### config.mk
export PLATFORM = sky130hd
export DESIGN_NAME = pwm_decoder_flat
export DESIGN_NICKNAME = d
export VERILOG_FILES = /design/src/rtl/pwm_decoder_if.sv /design/src/rtl/pwm_decoder.sv /design/src/flat_wrapper.sv
export SDC_FILE = /design/constraint.sdc
export NUM_CORES = 1
export LEC_CHECK = 0
export BUFFER_PORTS_ARGS = -buffer_cell sky130_fd_sc_hd__buf_2
export CAP_MARGIN = 10
export CORE_MARGIN = 10
export CORE_UTILIZATION = 52
export CTS_BUF_LIST = sky130_fd_sc_hd__clkbuf_4 sky130_fd_sc_hd__clkbuf_8 sky130_fd_sc_hd__clkbuf_16
export DETAILED_ROUTE_END_ITERATION = 10
export GPL_TIMING_DRIVEN = 0
export PLACE_DENSITY = 0.74
export SLEW_MARGIN = 20
export SYNTH_ARGS = -nofsm -noshare
export SYNTH_HDL_FRONTEND = slang
export SYNTH_SLANG_ARGS = --single-unit
### constraint.sdc
create_clock -name CLK -period 2.1 [get_ports CLK]
set_input_delay 0.105 -clock CLK [delete_from_list [all_inputs] [get_ports CLK]]
set_output_delay 0.105 -clock CLK [all_outputs]
set_load 0.05 [all_outputs]
### src/rtl/pwm_decoder_if.sv
// Signal bundle between a PWM source and pwm_decoder: the sampled waveform
// plus the recovered duty word, its valid strobe and the lock/error status.
interface pwm_decoder_if #(
  parameter int WIDTH = 8
);
  logic             PWMin;
  logic [WIDTH-1:0] Dout;
  logic             Dvalid;
  logic             Lock;
  logic             Err;

  modport master (
    output PWMin,
    input  Dout, Dvalid, Lock, Err
  );

  modport slave (
    input  PWMin,
    output Dout, Dvalid, Lock, Err
  );
endinterface

### src/rtl/pwm_decoder.sv
// PWM receiver: recovers the duty word of a fixed 2**WIDTH-clock PWM waveform.
// Define PWM_GLITCH_FILTER_EN to add a 3-sample majority filter on the input.
module pwm_decoder #(
  parameter int WIDTH       = 8,
  parameter int SYNC_STAGES = 2
) (
  input logic          CLK,
  input logic          aRSTin,
  pwm_decoder_if.slave bus
);

  localparam int             CW     = WIDTH + 1;
  localparam logic [CW-1:0]  PERIOD = {1'b1, {WIDTH{1'b0}}};
  localparam logic [CW-1:0]  ONE    = {{WIDTH{1'b0}}, 1'b1};

  typedef enum logic [0:0] {IDLE = 1'b0, MEAS = 1'b1} state_t;

  function automatic logic maj3(input logic a, input logic b, input logic c);
    return (a & b) | (a & c) | (b & c);
  endfunction

  logic [SYNC_STAGES-1:0] sync_r;
  logic                   s_s;
  logic                   prev_r;
  logic                   rise_s;
  logic                   at_period_s;
  logic                   timeout_s;
  logic [CW-1:0]          pcnt_r;
  logic [CW-1:0]          hcnt_r;
  state_t                 state_r, state_n;
  logic [WIDTH-1:0]       dout_r, dout_n;
  logic                   dvalid_r, dvalid_n;
  logic                   lock_r, lock_n;
  logic                   err_r, err_n;

  // input synchronizer chain
  always_ff @(posedge CLK or negedge aRSTin) begin
    if (!aRSTin) begin
      sync_r <= '0;
    end else begin
      sync_r <= {sync_r[SYNC_STAGES-2:0], bus.PWMin};
    end
  end

`ifdef PWM_GLITCH_FILTER_EN
  logic [1:0] hist_r;
  logic       filt_r;

  // majority vote over the last three synchronized samples rejects 1-cycle glitches
  always_ff @(posedge CLK or negedge aRSTin) begin
    if (!aRSTin) begin
      hist_r <= 2'b00;
      filt_r <= 1'b0;
    end else begin
      hist_r <= {hist_r[0], sync_r[SYNC_STAGES-1]};
      filt_r <= maj3(sync_r[SYNC_STAGES-1], hist_r[0], hist_r[1]);
    end
  end

  assign s_s = filt_r;
`else
  assign s_s = sync_r[SYNC_STAGES-1];
`endif

  assign rise_s      = s_s & ~prev_r;
  assign at_period_s = (pcnt_r == PERIOD);
  assign timeout_s   = at_period_s & ~rise_s;

  // edge detector delay and period/high-time counters
  always_ff @(posedge CLK or negedge aRSTin) begin
    if (!aRSTin) begin
      prev_r <= 1'b0;
      pcnt_r <= '0;
      hcnt_r <= '0;
    end else begin
      prev_r <= s_s;
      if (rise_s || timeout_s) begin
        pcnt_r <= ONE;
      end else if (!at_period_s) begin
        pcnt_r <= pcnt_r + ONE;
      end else begin
        pcnt_r <= pcnt_r;
      end
      if (rise_s) begin
        hcnt_r <= ONE;
      end else if (s_s && (hcnt_r != PERIOD)) begin
        hcnt_r <= hcnt_r + ONE;
      end else begin
        hcnt_r <= hcnt_r;
      end
    end
  end

  // FSM state and registered outputs
  always_ff @(posedge CLK or negedge aRSTin) begin
    if (!aRSTin) begin
      state_r  <= IDLE;
      dout_r   <= '0;
      dvalid_r <= 1'b0;
      lock_r   <= 1'b0;
      err_r    <= 1'b0;
    end else begin
      state_r  <= state_n;
      dout_r   <= dout_n;
      dvalid_r <= dvalid_n;
      lock_r   <= lock_n;
      err_r    <= err_n;
    end
  end

  // next-state decode; a rise landing exactly on PERIOD wins over the timeout
  always_comb begin
    state_n  = state_r;
    dout_n   = dout_r;
    dvalid_n = 1'b0;
    lock_n   = lock_r;
    err_n    = 1'b0;
    if (timeout_s) begin
      dout_n   = {WIDTH{s_s}};
      dvalid_n = 1'b1;
      lock_n   = 1'b1;
      state_n  = MEAS;
    end else if (rise_s) begin
      case (state_r)
        IDLE: begin
          state_n = MEAS;
        end
        MEAS: begin
          if (at_period_s) begin
            dout_n   = hcnt_r[WIDTH-1:0];
            dvalid_n = 1'b1;
            lock_n   = 1'b1;
            state_n  = MEAS;
          end else begin
            err_n   = 1'b1;
            lock_n  = 1'b0;
            state_n = IDLE;
          end
        end
        default: begin
          state_n = IDLE;
        end
      endcase
    end else begin
      state_n = state_r;
    end
  end

  assign bus.Dout   = dout_r;
  assign bus.Dvalid = dvalid_r;
  assign bus.Lock   = lock_r;
  assign bus.Err    = err_r;

endmodule
### src/flat_wrapper.sv
// flat-port wrapper written by rule: the top's interface ports become plain ports
module pwm_decoder_flat 
#(
  parameter int WIDTH       = 8,
  parameter int SYNC_STAGES = 2
)
  (CLK, aRSTin, bus_PWMin, bus_Dout, bus_Dvalid, bus_Lock, bus_Err);
  pwm_decoder_if #(.WIDTH(WIDTH)) bus_i ();
  input logic CLK;
  input logic aRSTin;
  input wire logic [$bits(bus_i.PWMin)-1:0] bus_PWMin;
  output wire logic [$bits(bus_i.Dout)-1:0] bus_Dout;
  output wire logic [$bits(bus_i.Dvalid)-1:0] bus_Dvalid;
  output wire logic [$bits(bus_i.Lock)-1:0] bus_Lock;
  output wire logic [$bits(bus_i.Err)-1:0] bus_Err;
  assign bus_i.PWMin = bus_PWMin;
  assign bus_Dout = bus_i.Dout;
  assign bus_Dvalid = bus_i.Dvalid;
  assign bus_Lock = bus_i.Lock;
  assign bus_Err = bus_i.Err;
  pwm_decoder #(.WIDTH(WIDTH), .SYNC_STAGES(SYNC_STAGES)) u_core (.CLK(CLK), .aRSTin(aRSTin), .bus(bus_i));
endmodule
==> results of run 1 <==
==> through the flow <==
stage	setup TNS [ns]	hold WS, ns	util	total power, mW	instances
after detailed placement	-0.0801	0.195	0.579	1.01	214
final	0	0.346	0.607	1.36	225
after floorplan	0	-0.191	-	0.943	157
after global placement	0	0.187	0.579	0.997	214
after global routing	0	0.363	0.607	1.46	225
after CTS	0	0.358	0.608	1.37	226
==> metal layers <==
layer  part of all wire  vias to the layer above
met1               0.49                      573
met4              0.014                        0
li1                   -                      609
met5                  0                        -
met3              0.055                        6
met2               0.44                       27
==> worst max path at each step <==
stage	to	slack [ns]	startpoint
floorplan	u_core.bus.Dout[0]	0.08	u_core.pcnt_r[0]
global placement	u_core.bus.Dout[7]	0.02	u_core.pcnt_r[0]
detailed placement	u_core.bus.Dout[3]	-0.02	u_core.pcnt_r[0]
CTS	u_core.bus.Dout[3]	0.03	u_core.pcnt_r[0]
global route	u_core.pcnt_r[2]	0.02	u_core.pcnt_r[0]
finish	u_core.bus.Dout[3]	0.13	u_core.pcnt_r[6]
==> repair_timing <==
| action | CTS | global route |
|---|---|---|
| buffers inserted | 2 | 0 |
| pin swaps | 0 | 2 |
| resized for setup | 0 | 1 |
| setup endpoints to repair | 7 | 8 |
| hold buffers | 2 | 0 |
| endpoints found under the hold margin | 34 | 0 |
| gates cloned | 0 | 0 |
==> cells by family (layout without fill, tap and decap cells) <==
kind of cell,Yosys count,count (layout),share of synthesized area
AND/OR/NAND/NOR,59,59,0.215
AO/OA/AOI/OAI,33,33,0.163
flip-flops,33,33,0.502
buffers and inverters,23,47,0.0623
adder cells (fa/ha/maj),4,4,0.0304
XOR/XNOR,3,3,0.0160
multiplexers,2,2,0.0122
==> flip-flops by register name (all words and copies together), names as in the netlist <==
name,cells
u_core.hcnt_r,9
u_core.pcnt_r,9
u_core.bus.Dout,8
u_core.sync_r,2
u_core.bus.Dvalid,1
u_core.bus.Err,1
u_core.bus.Lock,1
u_core.prev_r,1
u_core.state_r,1
==> placed cells by master (no fill, tap or decap), types with 5 or more instances in the layout <==
cell,synthesis,routed
nor3b_1,7,7
nor2_1,9,9
nand2_1,8,8
dfrtp_1,33,33
clkbuf_4,0,5
buf_2,1,14
a21oi_1,9,9
nand3_1,6,6
inv_1,16,16
or3_1,7,7
a221oi_2,8,8
o21ai_0,8,8
==> worst max-delay path: stages, from the launching register on <==
cell	delay [ns]
dfrtp_1	0.44
or4b_1	0.50
clkbuf_1	0.18
or3_4	0.47
a221oi_2	0.29
==> cell type report <==
| class | count | area (µm²) |
|---|---|---|
| buffer | 6 | 31.3 |
| clock buffer | 5 | 37.5 |
| clock inverter | 3 | 17.5 |
| fill | 247 | 1200 |
| inverter | 16 | 60.1 |
| multi-input combinational | 101 | 724 |
| sequential | 33 | 826 |
| tap | 44 | 55.1 |
| timing repair buffer | 17 | 100 |
==> power by group through the flow <==
stage,Clock [mW],Sequential [mW],Combinational (mW)
CTS,0.350,0.754,0.267
finish,0.342,0.753,0.267
global route,0.390,0.768,0.304
detailed placement,0,0.776,0.238
floorplan,0,0.762,0.181
global placement,0,0.770,0.227
==> results.md, run 1 <==
- The startpoint of the most critical register-to-register path is u_core.pcnt_r[6].
- The maximum fanout along the worst path is 8.
- The clock passes through at most 2 buffers.
- The tree built by TritonCTS fans out to 33 sinks.
- The share of total power dissipated in the clock network is 0.251.
- The count of port buffers added during placement is 13.
- The length in cells of the worst reg-to-reg path is 4.
- The clock tree from TritonCTS is yes.
- The setup slack on the worst flop-to-flop path is ~0.13 ns.
- The switching power share of the total is 0.313.
- The worst slack after detailed placement is -0.0215 ns.
- In this run the power density over the cells is around 740 nW/µm².
- In this run the worst hold path is classified as in -> async.
- The DRC violation count after routing is 0.
- The fraction of final layout cells with drive strength greater than 1 is 0.210.
- The core box area is about 3000 µm².
- Setup repair after global routing left no endpoint under its margin.
- The global routing stage identified its most utilized layer as met2.
- The worst path needs 1.97 ns of the cycle, external delays included.
- The maximum frequency from static timing analysis is ~510 MHz.
- The required time reported for the critical path endpoint is about 2.4 ns.
- Measured against its own limit, the worst slew margin works out to 0.526.
- The cell area after placement is roughly 1800 µm².
- The initial DRC count is 82.
- The type of origin of the critical path is a register.
- Yosys attributes the largest share of cell area to dfrtp_1, a221oi_2, inv_1.
- The clock root buffer is clkbuf_4.
- The area enclosed by the die boundary is 5820 µm².
- The number of hold violations in the final report came to 0.
- The final cell area excluding filler cells is 1850 µm².
- The length of the first detailed-routing pass in iterations is 4.
- The mapped netlist covers 1650 µm².
- Of the total power, combinational logic draws 0.196.
- The worst setup path is captured at a register.
- After detailed routing, the number of vias per cell comes to about 5.4.
- In the synthesized netlist the dominant register cell turns out to be dfrtp_1.
- Dividing the detail-routed wire length by the instance count gives about 13 µm.
- At the end of the flow, the number of nets in the layout was roughly 190.
- In this run, CTS created clock tree buffers numbering 5.
- The leakage power of the design is roughly 0.83 nW.
- Of the available clock period, the critical path in the final layout requires 0.938.
- The number of antenna violations at the first check in global routing came to 0.
- The insertion delay to the later sink of the worst-skew pair is between 0.3 and 0.4 ns.
- The initial utilization of the core area, before any placement, comes to 0.539.
- The number of max-slew violations in the final report is 0.
- Across the VDD grid, the largest voltage drop is roughly 430 µV.
- For this run, the register share of the synthesized area comes to 0.502.
- The run finished with clean final reports.
- For this design the top-level I/O count stands at 14.
- The number of endpoints failing setup at the final stage is 0.
- For this run the aggregate overflow at the end of global routing stands at 0.
- In the synthesized netlist, the cells that appear most often are dfrtp_1, inv_1, a21oi_1, nor2_1.
- The number of antenna diodes in the final layout is 0.
- In the global route stage, met3 resource usage came out at 0.0448.
- The floorplan step set the die height to approximately 76 µm.
- The transition time at the pin with the least slew margin is slightly above 0.7 ns.
- Measured along the x axis, the die boundary spans about 76 µm.
- Summed over all nets, the switching power comes to around 0.43 mW.
- The number of routed nets with antenna violations is 0.
- The most repeated cell in the gate-level netlist after synthesis is dfrtp_1.
- The Yosys step of the flow raised 0 warnings.
- The worst-case clock skew is 0.0107 ns.
- The share of synthesized area in the top cell type comes to 0.502.
- Internal power comes to just over 0.9 mW.
- The synthesized design contains 0 enable-type register cells.
- The register bit total from synthesis is 33.
- After floorplanning, the core was divided into 20 placement rows.
- For this run, global-route usage on met2 was measured as 0.169.
- The final weighted congestion in routability-driven placement is 0.791.
- The worst setup path is of the reg -> reg kind.
- The number of different library cells used by synthesis comes to 38.
- The number of global-route vias before repair is about 1,200.
- Clock-pin slew was measured on the worst setup and hold paths at approximately 0.11 ns.
- The gate count after technology mapping is about 160.
- Across every metal layer, demand over resource in global routing totals 0.114.
- The tool flagged a number of max-cap violations equal to 0.
- The final layout contains routed wiring with a total length of between 3000 and 4000 µm.
- Of the total power, registers draw 0.553.
- The area growth from synthesis to layout is 12.5%.
- In the global route stage, met1 resource usage came out at 0.144.
- Once detailed placement completed, the half-perimeter wirelength came to ~2200 µm.
- The worst setup slack after layout is 0.129 ns.
- The total via count in the routed design is about 1,200.
- The mean instance size in the synthesized netlist is roughly 10 µm².
- For the worst setup path, the data arrival time is 2.22 ns.
- The H-tree was split into 2 levels.
- The endpoint identified for the worst register-to-register timing path is u_core.bus.Dout[3].
- Counting every net in the synthesized netlist gives between 150 and 200.
- The first global-routing pass estimated about 5600 µm of wire.
- In the synthesized netlist the async set-or-reset flop fraction comes to 1.00.
- The pin count of the biggest net entering global routing is 34.
- The cell taking the most area after synthesis is dfrtp_1.
Note: power is estimated with default switching activity, not from simulation.
==> run 2, diff against run 1 <==
--- a/config.mk
+++ b/config.mk
@@ -8,11 +8,11 @@
 export BUFFER_PORTS_ARGS = -buffer_cell sky130_fd_sc_hd__buf_2
 export CAP_MARGIN = 10
 export CORE_MARGIN = 10
-export CORE_UTILIZATION = 52
+export CORE_UTILIZATION = 58
 export CTS_BUF_LIST = sky130_fd_sc_hd__clkbuf_4 sky130_fd_sc_hd__clkbuf_8 sky130_fd_sc_hd__clkbuf_16
 export DETAILED_ROUTE_END_ITERATION = 10
 export GPL_TIMING_DRIVEN = 0
-export PLACE_DENSITY = 0.74
+export PLACE_DENSITY = 0.78
 export SLEW_MARGIN = 20
 export SYNTH_ARGS = -nofsm -noshare
 export SYNTH_HDL_FRONTEND = slang
==> constraint.sdc (replaced) <==
create_clock -name CLK -period 2.07 [get_ports CLK]
set_input_delay 0.1035 -clock CLK [delete_from_list [all_inputs] [get_ports CLK]]
set_output_delay 0.1035 -clock CLK [all_outputs]
set_load 0.05 [all_outputs]
==> results.md, run 2 (synthesis gave the netlist of run 1 again) <==
- The effective utilization at floorplan is 0.602 (+0.0629).
- The post-route minimum period came to 1.97 ns (+0.00377 ns).
- The half-perimeter wire length of the detailed placement result came to 2290 µm (+2.2%).
- The pin count of the biggest net entering global routing came to 34 (unchanged).
- The fraction of final layout cells with drive strength greater than 1 was 0.228 (+0.0178).
- The setup slack on the worst flop-to-flop path is 0.1 ns (-0.03 ns).
- The routed length on met1 was 1460 µm (-2.5%).
- The total global routing track utilization is 0.125 (+0.0113).
- The vertical extent of the die is 73.3 µm (-3.9%).
- The length in cells of the worst reg-to-reg path is 6 (+2).
- The final weighted congestion in routability-driven placement came to 0.784 (-0.88%).
- The number of filler cells placed in the layout is 201 (-19%).
- The width of the die was 73.3 µm (-3.9%).
- The mean routed wirelength per cell is 15.0 µm (+11%).
- The leakage power of the design is 0.843 nW (+0.95%).
- The count of port buffers added during placement is 13 (unchanged).
- The length of the first detailed-routing pass in iterations is 4 (unchanged).
- The DRC violation count after routing was 0 (unchanged).
- The capturing element type of the critical path is a register.
- The largest vdd supply drop is 605 µV (+42%).
- The capture instance of the worst register-to-register path is u_core.bus.Dout[3].
- The count of H-tree levels built during CTS was 2 (unchanged).
- The top layer used by detailed routing is met4.
- The setup TNS is 0 ns (unchanged).
- The area of the multi-input gates is 739 µm² (+2.1%).
- The number of sinks handled by clock tree synthesis is 33 (unchanged).
- The area occupied by registers is 827 µm² (+0.15%).
- The CTS clock-pin slew for the worst setup and hold paths is 0.09 ns (-0.02 ns).
- The kind of cell adding the most delay to the critical path is simple AND/OR/NAND/NOR gates.
- The total power per unit cell area is 765 nW/µm² (+4.0%).
- The clock root buffer is clkbuf_4.
- The maximum frequency from static timing analysis is 506 MHz (-0.19%).
- In the layout the commonest cells are dfrtp_1, inv_1, buf_2.
- The number of hold violations in the final report is 0 (unchanged).
- The number of antenna violations at the first check in global routing is 0 (unchanged).
- The required time reported for the critical path endpoint came to 2.31 ns (-0.04 ns).
- The flow ran to the end, and the final reports show no timing, DRC or antenna violations.
- The number of routed nets with antenna violations was 0 (unchanged).
- The number of antenna cells inserted is 0 (unchanged).
- The wire length on met3 came to 215 µm (+29%).
- The number of endpoints failing setup at the final stage is 0 (unchanged).
- The detailed route wirelength on metal2 is 1430 µm (+8.2%).
- The number of max-cap violations was 0 (unchanged).
- The wire length of the first global-routing pass is 5440 µm (-2.7%).
- The number of max-slew violations in the final report was 0 (unchanged).
- STA classifies the critical path startpoint as a register.
- The area enclosed by the die boundary is 5370 µm² (-7.7%).
- The area growth from synthesis to layout is 12.9%.
- The transition time at the pin with the least slew margin came to 0.699 ns (-0.0114 ns).
- Traced cell by cell, the critical path runs through inv_2 > ha_1 > or4b_4 > buf_6 > or3_4 > a221oi_4.
- The row count was 19 (-5.0%).
- The net count of the finished layout is 187 (unchanged).
- The final critical-path share of the clock period was 0.954 (+0.0154).
- The clock buffer count from CTS is 5 (unchanged).
- Setup repair after global routing left no endpoint under its margin.
- The total overflow reported by the global router was 0 (unchanged).
- The most common cell after layout, fill and taps aside is dfrtp_1.
- The signal arrival time at the worst endpoint is 2.22 ns (about the same).
- The cell with the largest stage delay on the worst path is or4b_4.
- The biggest cell delay along the critical path is 0.45 ns (-0.05 ns).
- The worst-case headroom to the max-slew limit came to 0.534 (+0.00762).
- The via-per-instance ratio is 5.88 (+8.9%).
- The setup path with the least slack is of type reg -> reg.
- The end-of-flow core utilization came to 0.680 (+0.0735).
- TritonCTS built the clock tree.
- The total via count in the routed design came to 1,241 (+2.1%).
- The core box area was 2730 µm² (-10%).
- The worst register-to-register path begins at u_core.pcnt_r[0].
- The number of global-route vias before repair is 1,220 (+0.25%).
- The maximum buffer depth of the clock tree is 2 (unchanged).
- The insertion delay to the later sink of the worst-skew pair is 0.33 ns (about the same).
- The total routed wirelength is 3160 µm (+4.2%).
- The class of the most critical hold timing path is in -> async.
- The number of primary I/O pins is 14 (unchanged).
- The maximum fanout along the worst path came to 8 (unchanged).
- The number of buffers and inverters on the critical path came to 2 (+1).
- The sum of internal, switching and leakage power is 1.42 mW (+4.4%).
- The worst-case clock skew is 0.00685 ns (-0.00383 ns).
- The initial DRC count is 79 (-3.7%).
run 2: report_power, final:
| part | total [mW] | leakage (nW) | switching [mW] | internal [mW] |
|---|---|---|---|---|
| Sequential | 0.767 | 0.439 | 0.0691 | 0.698 |
| Clock | 0.377 | 0.0348 | 0.204 | 0.173 |
| Combinational | 0.279 | 0.369 | 0.152 | 0.127 |
| Total | 1.42 | 0.843 | 0.425 | 0.998 |
run 2: repair_timing:
action,CTS,global route
setup endpoints to repair,8,11
buffers inserted,2,1
resized for setup,0,5
pin swaps,0,2
hold buffers,2,0
endpoints found under the hold margin,34,0
run 2: final cells by class:
cell class | count | area share
Sequential cell | 33 | 0.445
Multi-Input combinational cell | 101 | 0.398
Timing Repair Buffer | 18 | 0.0579
Inverter | 16 | 0.0323
Clock buffer | 7 | 0.0316
Tap cell | 31 | 0.0209
Buffer | 5 | 0.0148
run 2: through the flow:
stage                     worst slack, ns  hold WS [ns]  cell area, µm²  instances
after floorplan                    0.0544        -0.192            1650        157
after global placement            -0.0122         0.188            1750        201
after detailed placement          -0.0457         0.198            1750        201
after CTS                          0.0150         0.360            1840        212
after global routing               0.0103         0.365            1860        211
final                              0.0955         0.344            1860        211
run 2: worst max-delay path by stage:
stage,from,end,slack (ns),cells after the start
3_5_place_dp,u_core.pcnt_r[0],u_core.bus.Dout[4],-0.05,7
2_1_floorplan,u_core.pcnt_r[0],u_core.bus.Dout[0],0.05,7
4_1_cts,u_core.pcnt_r[0],u_core.bus.Dout[4],0.01,7
3_3_place_gp,u_core.pcnt_r[0],u_core.bus.Dout[4],-0.01,7
6_report,u_core.pcnt_r[0],u_core.bus.Dout[3],0.1,6
5_1_grt,u_core.pcnt_r[0],u_core.pcnt_r[4],0.01,6
run 2: metal layers:
metal,global-route usage,up-vias
li1,-,606
met1,0.156,600
met2,0.193,28
met3,0.0390,7
met4,0.0570,0
met5,0,-
